--- src/rtl/tape_stream_ctrl.sv ---
// Game-tape sequencer between the Z80 I/O decode and the tape ROM.
// Keeps one byte prefetched so IN from the game port never needs a wait state.
module tape_stream_ctrl #(
  parameter int unsigned AW        = 14,
  parameter int unsigned TAPE_LEN  = 16384,
  parameter logic [7:0]  GAME_PORT = 8'h04,
  parameter logic [7:0]  CASS_PORT = 8'hFF,
  parameter logic [7:0]  EOT_BYTE  = 8'h00
) (
  input  logic          clk,
  input  logic          reset,
  input  logic          ce,
  input  logic [7:0]    io_addr,
  input  logic          io_rd_n,
  input  logic          io_wr_n,
  input  logic [7:0]    io_dout,
  output logic [AW-1:0] rom_addr,
  input  logic [7:0]    rom_data,
  output logic          rd_sel,
  output logic [7:0]    rd_data,
  output logic [2:0]    tape_bits,
  output logic          motor,
  output logic          eot,
  output logic          overrun
);

  typedef enum logic [1:0] {
    ST_FETCH = 2'd0,
    ST_READY = 2'd1,
    ST_EOT   = 2'd2
  } state_e;

  // Compared one bit wider than the address so a full 2**AW tape still terminates.
  localparam logic [AW:0] TAPE_END = (AW+1)'(TAPE_LEN);

  state_e        state_q, state_d;
  logic          fetch_cnt_q, fetch_cnt_d;
  logic [AW-1:0] rom_addr_q, rom_addr_d;
  logic [7:0]    buf_q, buf_d;
  logic [7:0]    rd_data_q, rd_data_d;
  logic [2:0]    tape_bits_q, tape_bits_d;
  logic          eot_q, eot_d;
  logic          overrun_q, overrun_d;
  logic          prev_rd_n_q, prev_rd_n_d;
  logic          prev_wr_n_q, prev_wr_n_d;

  logic          game_hit_s;
  logic          cass_hit_s;
  logic          rd_ev_s;
  logic          wr_game_s;
  logic          wr_cass_s;
  logic          motor_rise_s;
  logic          rewind_s;
  logic          rd_eff_s;
  logic [AW:0]   addr_inc_s;
  logic [4:0]    dout_unused_s;

  assign game_hit_s    = (io_addr == GAME_PORT);
  assign cass_hit_s    = (io_addr == CASS_PORT);
  assign rd_ev_s       = ce && game_hit_s && !io_rd_n && prev_rd_n_q;
  assign wr_game_s     = ce && game_hit_s && !io_wr_n && prev_wr_n_q;
  assign wr_cass_s     = ce && cass_hit_s && !io_wr_n && prev_wr_n_q;
  assign motor_rise_s  = wr_cass_s && io_dout[2] && !tape_bits_q[2];
  assign rewind_s      = wr_game_s || motor_rise_s;
  // A write in the same ce wins, so the read is dropped entirely.
  assign rd_eff_s      = rd_ev_s && !wr_game_s && !wr_cass_s;
  assign addr_inc_s    = {1'b0, rom_addr_q} + {{AW{1'b0}}, 1'b1};
  assign dout_unused_s = io_dout[7:3];

  assign rd_sel    = game_hit_s && !io_rd_n;
  assign rom_addr  = rom_addr_q;
  assign rd_data   = rd_data_q;
  assign tape_bits = tape_bits_q;
  assign motor     = tape_bits_q[2];
  assign eot       = eot_q;
  assign overrun   = overrun_q;

  // Next-state: strobe history, cassette latch, prefetch FSM and rewind override.
  always_comb begin
    state_d     = state_q;
    fetch_cnt_d = fetch_cnt_q;
    rom_addr_d  = rom_addr_q;
    buf_d       = buf_q;
    rd_data_d   = rd_data_q;
    tape_bits_d = tape_bits_q;
    overrun_d   = overrun_q;
    prev_rd_n_d = prev_rd_n_q;
    prev_wr_n_d = prev_wr_n_q;

    if (ce) begin
      prev_rd_n_d = io_rd_n;
      prev_wr_n_d = io_wr_n;
    end else begin
      prev_rd_n_d = prev_rd_n_q;
      prev_wr_n_d = prev_wr_n_q;
    end

    if (wr_cass_s) begin
      tape_bits_d = io_dout[2:0];
    end else begin
      tape_bits_d = tape_bits_q;
    end

    case (state_q)
      ST_FETCH: begin
        if (rd_eff_s) begin
          overrun_d = 1'b1;
        end else begin
          overrun_d = overrun_q;
        end
        // First clock lets the ROM register the new address; second captures it.
        if (fetch_cnt_q == 1'b1) begin
          buf_d       = rom_data;
          state_d     = ST_READY;
          fetch_cnt_d = 1'b0;
        end else begin
          fetch_cnt_d = 1'b1;
        end
      end
      ST_READY: begin
        if (rd_eff_s) begin
          rd_data_d = buf_q;
          if (addr_inc_s == TAPE_END) begin
            state_d = ST_EOT;
          end else begin
            rom_addr_d  = addr_inc_s[AW-1:0];
            state_d     = ST_FETCH;
            fetch_cnt_d = 1'b0;
          end
        end else begin
          rd_data_d = rd_data_q;
        end
      end
      ST_EOT: begin
        if (rd_eff_s) begin
          rd_data_d = EOT_BYTE;
        end else begin
          rd_data_d = rd_data_q;
        end
      end
      default: begin
        state_d     = ST_FETCH;
        fetch_cnt_d = 1'b0;
      end
    endcase

    if (rewind_s) begin
      rom_addr_d  = {AW{1'b0}};
      state_d     = ST_FETCH;
      fetch_cnt_d = 1'b0;
    end else begin
      rom_addr_d  = rom_addr_d;
    end

    eot_d = (state_d == ST_EOT);
  end

  // State and output registers.
  always_ff @(posedge clk or posedge reset) begin
    if (reset) begin
      state_q     <= ST_FETCH;
      fetch_cnt_q <= 1'b0;
      rom_addr_q  <= {AW{1'b0}};
      buf_q       <= 8'h00;
      rd_data_q   <= 8'h00;
      tape_bits_q <= 3'b000;
      eot_q       <= 1'b0;
      overrun_q   <= 1'b0;
      prev_rd_n_q <= 1'b1;
      prev_wr_n_q <= 1'b1;
    end else begin
      state_q     <= state_d;
      fetch_cnt_q <= fetch_cnt_d;
      rom_addr_q  <= rom_addr_d;
      buf_q       <= buf_d;
      rd_data_q   <= rd_data_d;
      tape_bits_q <= tape_bits_d;
      eot_q       <= eot_d;
      overrun_q   <= overrun_d;
      prev_rd_n_q <= prev_rd_n_d;
      prev_wr_n_q <= prev_wr_n_d;
    end
  end

endmodule
--- config.mk ---
export PLATFORM = sky130hd
export DESIGN_NAME = tape_stream_ctrl
export DESIGN_NICKNAME = d
export VERILOG_FILES = /design/src/rtl/tape_stream_ctrl.sv
export SDC_FILE = /design/constraint.sdc
export NUM_CORES = 1
export LEC_CHECK = 0
export ABC_CLOCK_PERIOD_IN_PS = 5100
export CAP_MARGIN = 25
export CORE_MARGIN = 3
export CORE_UTILIZATION = 40
export DETAILED_ROUTE_END_ITERATION = 12
export PLACE_DENSITY = 0.68
export SYNTH_ARGS = -nofsm -noshare
export SYNTH_HDL_FRONTEND = slang
export SYNTH_SLANG_ARGS = --single-unit
--- constraint.sdc ---
create_clock -name clk -period 5.1 [get_ports clk]
set_input_delay 1.02 -clock clk [delete_from_list [all_inputs] [get_ports clk]]
set_output_delay 1.02 -clock clk [all_outputs]
set_load 0.02 [all_outputs]
==> results of run 1 <==
area by class of cell:
type                    instances  area share [%]
multi-input cells             133            37.7
flip-flops and latches         40            36.0
repair buffers                 53            19.0
well taps                      67            3.01
clock buffers                   5            2.47
inverters                      10            1.35
clock inverters                 2           0.449
cell families (layout without fill, tap and decap cells):
family	count (synthesis)	in the layout	synth area share, %
and+or+nand+nor	66	66	20.7
DFF	40	40	47.3
AOI/OAI and AO/OA	37	37	12.9
muxes	21	21	11.1
buffers and inverters	15	70	3.24
adders and majority gates	6	6	3.54
xor gates and xnor gates	3	3	1.24
placed cells by master (no fill, tap or decap), drive strengths merged, types with 7 or more instances in the layout:
cell type and count:
dfrtp 38, clkdlybuf4s50 52, mux2 21, o21ai 7
inv 10, nor2b 9, nand3 7, nand4 7
and3 8
stage by stage:
stage | cell area, sq um | setup slack (ns) | power, mW | hold slack, ns
after floorplan | 2120 | 2.31 | 0.662 | 0.471
after global placement | 2700 | 1.33 | 0.782 | 0.458
after detailed placement | 2700 | 1.32 | 0.792 | 0.463
after CTS | 2780 | 1.31 | 0.999 | 0.493
after global routing | 2780 | 1.25 | 1.05 | 0.508
final | 2780 | 1.32 | 0.981 | 0.482
worst paths after layout:
check / from / endpoint / slack (ns)
min: overrun / overrun / 0.48
min in group asynchronous: reset / rd_data[6] / 1.15
min reg2reg: overrun / overrun / 0.48
max: io_addr[0] / rd_sel / 1.32
max reg2reg: rom_addr[0] / rom_addr[12] / 2.69
max in group asynchronous: reset / prev_rd_n_q / 3.59
synth_stat cells (all sizes together) (2+ instances only):
library cell | instances | area share (%)
o21ai | 7 | 1.8
a211o | 4 | 1.7
mux2 | 21 | 11
o211ai | 2 | 0.71
and2 | 6 | 1.9
nand2b | 2 | 0.59
or3 | 3 | 0.88
nor4 | 4 | 2.6
a22o | 2 | 0.83
a21o | 6 | 2.1
nand3 | 7 | 1.7
ha | 6 | 3.5
nand4b | 2 | 0.83
o31ai | 2 | 0.71
clkbuf | 2 | 0.35
buf | 3 | 1.1
nand2 | 6 | 1.2
a211oi | 2 | 0.71
nor2b | 9 | 2.7
a2111oi | 3 | 1.5
inv | 10 | 1.8
dfrtp | 38 | 45
nor2 | 4 | 0.71
nand4 | 7 | 2.1
and3 | 8 | 2.4
a21oi | 6 | 1.4
nor3 | 4 | 0.94
dfstp | 2 | 2.5
xnor2 | 2 | 0.83
routing by layer:
layer / vias to the layer above / GRT usage [%] / part of all wire, %
met5: - / 0 / 0
met4: 0 / 5.67 / 1.7
met3: 7 / 4.31 / 4.2
met2: 36 / 25.8 / 49
met1: 812 / 20.4 / 45
li1: 803 / - / -
sequential cells by signal (all words and copies together) (netlist names):
signal       count
rd_data          8
rom_addr        14
prev_rd_n_q      1
fetch_cnt_q      1
eot              1
tape_bits        3
state_q          2
overrun          1
prev_wr_n_q      1
buf_q            8
power by group:
group | internal (mW) | switching [mW] | total (mW)
Clock | 0.0925 | 0.108 | 0.200
Combinational | 0.194 | 0.153 | 0.346
Sequential | 0.396 | 0.0385 | 0.434
Total | 0.682 | 0.299 | 0.981
==> summary.txt, run 1 <==
Clocking
  • # resized after CTS: 0
  • Number of CTS-inserted buffers: 5
  • Clock transition at path regs: around 0.07 ns
  • Clk buf depth: 2
  • Root buf cell: clkbuf_8
  • Cts hold-fix bufs: 0
  • CTS Sinks: 40
  • Worst-skew pair later-pin latency: slightly below 0.3 ns
  • H-tree depth: 2
  • CTS tree: built
  • Setup Buffers After CTS: 0

Synth
  • Avg Synthesized Cell Area: between 10 and 15 sq um
  • Flops & latches, synth: 40
  • Post-synth cell types: 44
  • Synth Warn #: 0
  • Syn Inst Count: around 190
  • Register area share after synthesis: a little under half
  • FFs w/ async S/R, synth: 100%
  • Net Count, Synth: 223
  • Post-synth EDFFs: 0
  • Primary FF master, synth: dfrtp_1
  • Cell Area, Synth: 0.00212 sq mm

Die
  • DIE AREA: just over 0.006 sq mm
  • Chip width: ~79 microns
  • Starting density of the core: a little over two fifths
  • Floorplan core area: 0.00491 sq mm
  • Ports: 58
  • Die H: 78.8 microns
  • Row count: 25

STA
  • Final setup skew: around 0.0067 ns
  • Setup TNS: 0 ns
  • Final Max Slew Viols: 0
  • Slew at the pin with the worst max-slew slack: roughly 0.77 ns
  • Max Freq: 265 MHz
  • Final setup violation count: 0
  • Period utilization: roughly three quarters
  • Worst rel slew slack: between 40 and 50%
  • Final Hold Vio Count: 0
  • RSZ-0062 raised after global routing: false
  • Fin crit period: 3.78 ns

Finish
  • Filler instances: about 450
  • Area growth syn-to-layout: 31.2%
  • Final nets: 278
  • Flip-flop and latch area: 0.00100 sq mm
  • Multi-input logic area: between 0.001 and 0.0015 sq mm
  • Antenna diodes: 0
  • Post-route insts no fill: a little over 300
  • Fin util: a little under three fifths
  • Share of layout cells above drive strength 1: 15.6%

Setup path
  • Setup crit start kind: input pin
  • Crit-path most repeated cell: clkdlybuf4s50_1
  • Worst setup EP type: output pin
  • Critical path buffer and inverter count: 2
  • Levels on crit path: 4
  • CP peak stage delay: between 0.6 and 0.7 ns
  • Crit path max-delay family: buffers and inverters
  • Slowest CP cell: clkdlybuf4s50_1
  • Cells along the critical path: clkdlybuf4s50_1 -> nor4b_4 -> and3b_1 -> clkdlybuf4s50_1
  • Critical path fanouts, max: 5
  • Worst Reg-to-Reg Cells: 6
  • Arrival time at the worst endpoint: around 2.8 ns
  • Required time worst endpoint: ~4.1 ns
  • Kind of critical path: input pin to output pin

Power and ir drop
  • VDD IR max: between 150 and 200 uV
  • P per Cell Area: 352 mW/mm^2
  • Pleak: about 1.2 nW

Placement
  • Port Buf Inserts: 52
  • Routability-driven placement congestion ratio: 0.754
  • Placed cells: about 300
  • Detailed placement HPWL: roughly 3200 microns

GRT
  • First-pass GRT wire length: 7780 microns
  • Tot GR Track Use: 15.9%
  • GRT Residual Overflow: 0
  • Largest net degree at the start of global routing: slightly above 40
  • Antenna violations before repair: 0
  • Vias in the first global route: approximately 1600

Hold path
  • Worst hold path type: flop to flop
  • Hold path cells: 1

Detailed routing
  • Post-route ant nets: 0
  • WL/cell: around 14 microns
  • Drt first-iter violations: 105
  • First-pass DRT Iterations: 4
  • Detailed-route DRC error count: 0
  • Post-DR vias/cell: roughly 5.3
  • Vias post-DR: ~1700
  • Final WL: 4460 microns

Run status
  • Outcome: completed

Job
  • Max Cap Viol: 0
Note: power is estimated with default switching activity, not from simulation.
==> run 2: changes to the inputs <==
--- a/config.mk
+++ b/config.mk
@@ -5,7 +5,7 @@
 export SDC_FILE = /design/constraint.sdc
 export NUM_CORES = 1
 export LEC_CHECK = 0
-export ABC_CLOCK_PERIOD_IN_PS = 5100
+export ABC_CLOCK_PERIOD_IN_PS = 3500
 export CAP_MARGIN = 25
 export CORE_MARGIN = 3
 export CORE_UTILIZATION = 40
==> constraint.sdc (replaced) <==
create_clock -name clk -period 3.5 [get_ports clk]
set_input_delay 0.7 -clock clk [delete_from_list [all_inputs] [get_ports clk]]
set_output_delay 0.7 -clock clk [all_outputs]
set_load 0.02 [all_outputs]
==> summary.txt, run 2 (synthesis gave the netlist of run 1 again) <==
Setup path
  • Critical path fanouts, max: 5 (unchanged)
  • Required time worst endpoint: 2.80 ns (-1.28 ns)
  • Arrival time at the worst endpoint: 2.42 ns (-0.34 ns)
  • Cells along the critical path: clkdlybuf4s50_1 -> nor4_4 -> and3b_1 -> clkdlybuf4s50_1
  • Crit-path most repeated cell: clkdlybuf4s50_1
  • CP peak stage delay: 0.64 ns (about the same)
  • Slowest CP cell: clkdlybuf4s50_1
  • Critical path buffer and inverter count: 2 (unchanged)
  • Worst setup EP type: output pin
  • Setup crit start kind: input pin
  • Crit path max-delay family: buffers and inverters
  • Kind of critical path: input pin to output pin

STA
  • Max Freq: approximately 320 MHz
  • Final Max Slew Viols: 0 (unchanged)
  • Period utilization: 89.1%
  • Slew at the pin with the worst max-slew slack: 0.821 ns (+0.0519 ns)
  • RSZ-0062 raised after global routing: false
  • Final setup skew: 0.00765 ns (+0.000981 ns)
  • Final setup violation count: 0 (unchanged)
  • Final hold slack: 0.481 ns (-0.000287 ns)
  • Worst rel slew slack: 45.1% (-3.5 points)
  • Setup TNS: 0 ns (unchanged)
  • Final Hold Vio Count: 0 (unchanged)
  • Fin crit period: between 3 and 4 ns
  • Final WS setup: 0.383 ns (-0.941 ns)

Clocking
  • Root buf cell: clkbuf_8
  • # resized after CTS: 0 (unchanged)
  • CTS tree: built
  • Worst-skew pair later-pin latency: 0.29 ns (about the same)
  • H-tree depth: 2 (unchanged)
  • Number of CTS-inserted buffers: 5 (unchanged)
  • Clk buf depth: 2 (unchanged)
  • Setup Buffers After CTS: 0 (unchanged)
  • Cts hold-fix bufs: 0 (unchanged)
  • Clock transition at path regs: 0.07 ns (about the same)
  • CTS Sinks: 40 (unchanged)

GRT
  • First-pass GRT wire length: 7830 microns (+0.62%)
  • Largest net degree at the start of global routing: 41 (unchanged)
  • Vias in the first global route: 1665 (+3.7%)
  • Tot GR Track Use: 15.8% (-0.068 points)
  • Antenna violations before repair: 0 (unchanged)
  • GRT Residual Overflow: 0 (unchanged)

Finish
  • Share of layout cells above drive strength 1: 15.6% (unchanged)
  • Commonest non-fill, non-tap cell in the layout: clkdlybuf4s50_1
  • Max reg flops: 14 (unchanged)
  • Antenna diodes: 0 (unchanged)
  • Fin util: 57.7% (+0.97 points)
  • Design area: 0.00283 sq mm (+1.7%)
  • Final nets: 278 (unchanged)
  • Area growth syn-to-layout: 33.4%
  • Most frequent cells in the layout: 52 x clkdlybuf4s50_1, 38 x dfrtp_1, 21 x mux2_2
  • Post-route insts no fill: 310 (unchanged)

Die
  • Row count: 25 (unchanged)
  • Die H: 78.8 microns (unchanged)
  • Floorplan core area: 0.00491 sq mm (unchanged)
  • Starting density of the core: 43.2% (unchanged)
  • Ports: 58 (unchanged)
  • DIE AREA: 0.00621 sq mm (unchanged)
  • Chip width: 78.8 microns (unchanged)

Detailed routing
  • Vias post-DR: 1662 (+0.24%)
  • WL/cell: 14.5 microns (+0.58%)
  • Post-route ant nets: 0 (unchanged)
  • Drt first-iter violations: 95 (-9.5%)
  • Detailed-route DRC error count: 0 (unchanged)
  • Final WL: 4490 microns (+0.58%)
  • Post-DR vias/cell: 5.36 (+0.24%)
  • First-pass DRT Iterations: 4 (unchanged)

Power and ir drop
  • Pleak: 1.27 nW (+1.9%)
  • Design Power: 1.57 mW (+60%)
  • VDD IR max: 288 uV (+86%)
  • P per Cell Area: 555 mW/mm^2 (+57%)

Placement
  • DP Worst Slack: 0.367 ns (-0.950 ns)
  • Routability-driven placement congestion ratio: 0.760 (+0.81%)
  • Total placed instance area: 0.00270 sq mm (unchanged)
  • Port Buf Inserts: 52 (unchanged)
  • Placed cells: 303 (unchanged)
  • Detailed placement HPWL: 3310 microns (+1.9%)

Run status
  • Outcome: completed

Job
  • Max Cap Viol: 0 (unchanged)

Hold path
  • Worst hold path type: flop to flop
-- run 2: changes by cell type in the layout (fill, tap and decap cells not counted), sizes merged --
cell / previous run / this run
bufinv: 0 / 2
clkinv: 1 / 0
clkinvlp: 1 / 0
-- run 2: final timing paths --
path	start	end	slack, ns	depth (start not counted)
max	io_addr[4]	rd_sel	0.38	4
min	overrun	overrun	0.48	1
max reg2reg	rom_addr[0]	rom_addr[12]	1.04	6
min reg2reg	overrun	overrun	0.48	1
max in group asynchronous	reset	prev_wr_n_q	2.30	3
min in group asynchronous	reset	rd_data[1]	0.82	3
-- run 2: layout make-up --
class,count,area [sq um]
fill,437,2080
multi-input combinational,133,1050
sequential,40,1000
timing repair buffer,53,528
tap,67,83.8
clock buffer,5,68.8
clock inverter,2,60.1
inverter,10,37.5
-- run 2: power breakdown --
group / switching (mW) / internal, mW / leakage, nW
Sequential: 0.0567 / 0.577 / 0.512
Combinational: 0.220 / 0.282 / 0.695
Clock: 0.155 / 0.281 / 0.0642
-- run 2: routing by layer --
| metal | share of wire [%] | up-vias | global-route usage [%] | wire, microns |
|---|---|---|---|---|
| li1 | - | 806 | - | - |
| met1 | 43 | 796 | 20.8 | 1940 |
| met2 | 50 | 52 | 25.8 | 2230 |
| met3 | 5.2 | 8 | 3.63 | 235 |
| met4 | 1.7 | 0 | 5.15 | 78 |
| met5 | 0 | - | 0 | 0 |
